`src/rtl/p2s_arbiter.sv`:
```
// p2s_arbiter: arbitrates between NUM_REQ requesters, each offering a parallel vector of
// NUM_ELEMENTS elements of DATA_WIDTH bits. The granted vector is then serialised one element
// per transfer, with a valid/ready handshake on the serial side.
//
// Build option: define P2S_ARB_FIXED_PRIO_EN to use fixed priority, where the lowest index
// wins. Leave it undefined (the default) for round-robin.
//
// Ports:
//   clk             - clock; all state updates on the rising edge
//   rst             - synchronous reset, active low
//   arb_valid_in    - per-requester vector-valid bits
//   arb_ready_in    - per-requester accept bits (one-hot grant, combinational, in IDLE only)
//   arb_parallel_in - per-requester vectors, indexed [req][element]; element 0 is sent first
//   arb_ready_out   - downstream ready
//   arb_valid_out   - serial element valid
//   arb_serial_out  - current serial element
//   arb_last_out    - final element of the vector
//   arb_id_out      - index of the requester that owns the current vector
module p2s_arbiter #(
  parameter int unsigned DATA_WIDTH   = 12,
  parameter int unsigned NUM_ELEMENTS = 5,
  parameter int unsigned NUM_REQ      = 4
) (
  input  logic                                                   clk,
  input  logic                                                   rst,
  input  logic [NUM_REQ-1:0]                                     arb_valid_in,
  output logic [NUM_REQ-1:0]                                     arb_ready_in,
  input  logic [NUM_REQ-1:0][NUM_ELEMENTS-1:0][DATA_WIDTH-1:0]   arb_parallel_in,
  input  logic                                                   arb_ready_out,
  output logic                                                   arb_valid_out,
  output logic [DATA_WIDTH-1:0]                                  arb_serial_out,
  output logic                                                   arb_last_out,
  output logic [$clog2(NUM_REQ)-1:0]                             arb_id_out
);

  localparam int unsigned IdW  = $clog2(NUM_REQ);
  localparam int unsigned CntW = (NUM_ELEMENTS > 1) ? $clog2(NUM_ELEMENTS) : 1;
  localparam logic [CntW-1:0] LastCnt = CntW'(NUM_ELEMENTS - 1);

  typedef enum logic [0:0] {StIdle, StSend} state_e;

  state_e                                   state_q;
  logic [CntW-1:0]                          count_q;
  logic [CntW-1:0]                          count_next;
  logic [IdW-1:0]                           owner_q;
  logic [NUM_ELEMENTS-1:0][DATA_WIDTH-1:0]  buffer_q;
  logic                                     grant_any;
  logic [IdW-1:0]                           grant_idx;
  logic                                     xfer;
`ifndef P2S_ARB_FIXED_PRIO_EN
  logic [IdW-1:0]                           last_grant_q;
  int unsigned                              cand;
`endif

  assign count_next = count_q + CntW'(1);
  assign xfer       = arb_valid_out & arb_ready_out;
  assign arb_id_out = owner_q;

  // Grant selection. The loops run from the least to the most preferred candidate, so the
  // final assignment is the winner.
  always_comb begin
    grant_any = 1'b0;
    grant_idx = '0;
`ifdef P2S_ARB_FIXED_PRIO_EN
    for (int i = int'(NUM_REQ) - 1; i >= 0; i--) begin
      if (arb_valid_in[IdW'(i)]) begin
        grant_any = 1'b1;
        grant_idx = IdW'(i);
      end
    end
`else
    cand = 0;
    for (int unsigned i = NUM_REQ; i >= 1; i--) begin
      cand = (32'(last_grant_q) + i) % NUM_REQ;
      if (arb_valid_in[IdW'(cand)]) begin
        grant_any = 1'b1;
        grant_idx = IdW'(cand);
      end
    end
`endif
  end

  // Accept is offered only in IDLE. It is also gated by reset, so nothing is accepted while
  // reset is held.
  always_comb begin
    arb_ready_in = '0;
    if (rst && (state_q == StIdle) && grant_any) begin
      arb_ready_in[grant_idx] = 1'b1;
    end
  end

  always_ff @(posedge clk) begin
    if (!rst) begin
      state_q        <= StIdle;
      count_q        <= '0;
      owner_q        <= '0;
      buffer_q       <= '0;
      arb_valid_out  <= 1'b0;
      arb_last_out   <= 1'b0;
      arb_serial_out <= '0;
`ifndef P2S_ARB_FIXED_PRIO_EN
      last_grant_q   <= IdW'(NUM_REQ - 1);
`endif
    end else begin
      unique case (state_q)
        StIdle: begin
          if (grant_any) begin
            buffer_q       <= arb_parallel_in[grant_idx];
            owner_q        <= grant_idx;
            count_q        <= '0;
            arb_valid_out  <= 1'b1;
            arb_serial_out <= arb_parallel_in[grant_idx][0];
            arb_last_out   <= (NUM_ELEMENTS == 1);
            state_q        <= StSend;
`ifndef P2S_ARB_FIXED_PRIO_EN
            last_grant_q   <= grant_idx;
`endif
          end
        end
        StSend: begin
          if (xfer) begin
            if (arb_last_out) begin
              arb_valid_out <= 1'b0;
              arb_last_out  <= 1'b0;
              state_q       <= StIdle;
            end else begin
              // Only reached while count < NUM_ELEMENTS-1, so count_next stays in range.
              count_q        <= count_next;
              arb_serial_out <= buffer_q[count_next];
              arb_last_out   <= (count_next == LastCnt);
            end
          end
        end
        default: state_q <= StIdle;
      endcase
    end
  end

endmodule

```
`config.mk`:
```
export PLATFORM = sky130hd
export DESIGN_NAME = p2s_arbiter
export DESIGN_NICKNAME = d
export VERILOG_FILES = /design/src/rtl/p2s_arbiter.sv
export SDC_FILE = /design/constraint.sdc
export NUM_CORES = 1
export LEC_CHECK = 0
export CAP_MARGIN = 20
export CORE_MARGIN = 2
export CORE_UTILIZATION = 44
export DETAILED_ROUTE_END_ITERATION = 12
export GPL_TIMING_DRIVEN = 0
export HOLD_SLACK_MARGIN = 0.15
export PLACE_DENSITY_LB_ADDON = 0.1
export SYNTH_ARGS = -nofsm -noshare
export SYNTH_HDL_FRONTEND = slang
export SYNTH_SLANG_ARGS = --single-unit
```
`constraint.sdc`:
```
create_clock -name clk -period 4.5 [get_ports clk]
set_input_delay 0.675 -clock clk [delete_from_list [all_inputs] [get_ports clk]]
set_output_delay 0.675 -clock clk [all_outputs]
set_load 0.005 [all_outputs]
```
==> results by group <==
Status
  • Outcome: completed

Cells and area
  • Proportion of layout cells with a drive suffix above 1: 13.4%
  • # diodes: 0
  • Post-Route Utilization: 71.3%
  • Area growth, synth to finish: 58.7%
  • Layout net count: 1000
  • Final std cells w/o fill: 903

Drt
  • DR vias: 5613
  • Routed WL: 19400 µm
  • Wire per inst: 21.5 µm
  • Initial DRC count: 564
  • Via density: 6.22
  • Remaining DRCs: 0
  • Routed Antenna Nets: 0
  • Pre-antenna DRT Iters: 5

Logic synthesis
  • Average size of a mapped cell: 11.4 µm²
  • Synth top area cells: dfxtp_1 (30%), mux4_2 (23%), a22o_1 (9.7%), mux2i_1 (6.7%), mux4_1 (2.9%)
  • Main combinational cell family by area after synthesis: multiplexers
  • Complex-gate fraction of the synthesized area: 23.4%
  • Top cells by count, synth: dfxtp_1 (82), a22o_1 (60), mux4_2 (54)
  • Synthesized area: 0.00540 mm²
  • Synth Area in Adders: 0.464%
  • Top-area cell type share of the netlist area: 30.4%
  • Count leader, synth: dfxtp_1
  • Number of flops mapped to enable cells by yosys: 0
  • Synth Instances: 475
  • Post-synthesis mux area share: 32.4%
  • Synth warn: 0
  • Distinct cells, synth: 46
  • Post-Synth XOR/XNOR Area: 0%
  • Synth area leader: dfxtp_1
  • Primary FF master, synth: dfxtp_1
  • Asr flop ratio synth: 0%
  • Sequential area share after synthesis: 30.4%
  • Syn Nets: 724
  • Simple-Gate Fraction of Synth Area: 6.28%
  • Flops & latches, synth: 82

Clock network
  • Total CTS buffers: 9
  • H-tree levels: 3
  • Worst-path clk slew: 60 ps
  • Post-CTS Resized: 0
  • Sink Count: 82
  • Setup Buffers After CTS: 0
  • Clock Path Buffers: 2
  • CTS root buf: clkbuf_16
  • CTS tree: built
  • Hold-fix buffers at CTS: 0
  • Worst skew pair latency: 350 ps

Pwr
  • P per Cell Area: 310 mW/mm²
  • Max IR drop VDD: 0.213 mV
  • Leakage: 3.14 nW
  • Pwr Total: 2.65 mW

Worst setup path
  • Crit path arrival time: 3510 ps
  • Crit Path Category: in -> out
  • Cell chain of the critical path: clkdlybuf4s50_1 -> nand3b_1 -> a31oi_1 -> clkbuf_1 -> buf_2 -> and3_1 -> clkdlybuf4s50_1
  • Worst path max stage delay: 570 ps
  • Worst-path maximum fanout: 10
  • Slowest cell on crit path: clkdlybuf4s50_1
  • Worst path most repeated cell: clkdlybuf4s50_1
  • Worst setup SP type: input pin
  • Req. time, crit path: 3830 ps
  • Kind of end point of the critical path: output pin

GRT
  • GRT Total Usage: 29.0%
  • Antenna violations before repair: 0
  • Largest net degree at the start of global routing: 17
  • Vias in the first global route: 5755
  • Aggregate global routing overflow: 0
  • First-pass GRT wire length: 29400 µm

Floorplan
  • DIE HEIGHT: 115 µm
  • Area of the core: 0.0120 mm²
  • DIE AREA: 0.0132 mm²
  • Starting Density: 44.9%
  • Die X: 115 µm
  • Row count: 40
  • Number of top-level pins: 267

Placed design
  • DP HPWL: 15600 µm
  • Dpl ws: 397 ps
  • Cells after DPL: 887
  • Gpl congestion: 0.911
  • Port buffer count: 265

Timing
  • Final worst slack: 312 ps
  • Final Hold Vio Count: 0
  • Final period utilization: 93.1%
  • Unrepaired setup endpoints after global routing: no
  • Final setup violation count: 0
  • Setup TNS: 0 ps
  • Fmax: 0.239 GHz
  • Rel. slew slack: 45.0%
  • Worst Max-Slew Pin Slew: 823 ps
  • Final Max Tran Viols: 0
  • Clock Skew: 10.1 ps
  • Minimum clock period: 4190 ps

Worst hold path
  • Hold Path Class: reg -> reg

Run
  • Max-cap viol count: 0
## worst paths after layout
path	from	to	slack (ps)	cells past startpoint
worst max-delay path	arb_valid_in[3]	arb_ready_in[3]	310	7
worst max register to register	last_grant_q[1]$_SDFFE_PN1P_	buffer_q[7]$_SDFFE_PN0P_	1730	7
worst min-delay path	buffer_q[48]$_SDFFE_PN0P_	buffer_q[48]$_SDFFE_PN0P_	480	1
worst min register to register	buffer_q[48]$_SDFFE_PN0P_	buffer_q[48]$_SDFFE_PN0P_	480	1
## registers in the layout, summed over array words and instances, names as in the netlist
signal / cells
last_grant_q: 2
arb_valid_out: 1
arb_serial_out: 12
state_q: 1
arb_id_out: 2
buffer_q: 60
count_q: 3
arb_last_out: 1
## through the flow
| stage | hold WS, ps | instance area, µm² |
|---|---|---|
| final | 482 | 8560 |
| after global routing | 504 | 8560 |
| after CTS | 485 | 8560 |
| after detailed placement | 468 | 8230 |
| after global placement | 461 | 8230 |
| after floorplan | 449 | 5400 |
## routing by layer
metal	vias up	track usage (%)	routed length [µm]	share of wire (%)
met5	-	0	0	0
met4	0	9.80	551	2.8
met3	51	5.01	1560	8.0
met2	356	51.8	10000	52
met1	2706	35.7	7300	38
li1	2500	-	-	-
## placed cells by master, fill, tap and decap left out, types with 16 or more instances in the layout
cell	n
nand2_1	21
a22o_1	60
clkbuf_1	30
o21ai_0	26
dfxtp_1	82
inv_1	16
clkdlybuf4s50_1	265
mux2i_1	36
mux4_2	54
## worst max-delay path, delay by kind of cell
family                 cells  cell delay [ps]
buffers and inverters      4             1990
AO/OA/AOI/OAI              1              560
AND/OR/NAND/NOR            2              290
## report_power, final
group	leakage, nW	internal (mW)	total, mW	switching [mW]
clock	0.163	0.497	0.830	0.333
combinational	2.30	0.559	0.939	0.380
sequential	0.678	0.818	0.883	0.0652
## cell families after synthesis
| group | after synthesis |
|---|---|
| AOI/OAI and AO/OA | 164 |
| adders and majority gates | 2 |
| buffers and inverters | 67 |
| DFF | 82 |
| muxes | 97 |
| and+or+nand+nor | 63 |
## cell type report
class | instances | area, µm²
timing repair buffer | 265 | 2650
clock inverter | 7 | 106
buffer | 51 | 320
inverter | 16 | 60.1
sequential | 82 | 1640
clock buffer | 9 | 225
fill | 901 | 3450
tap | 147 | 184
multi-input combinational | 326 | 3370
(Power assumes the default switching activity.)
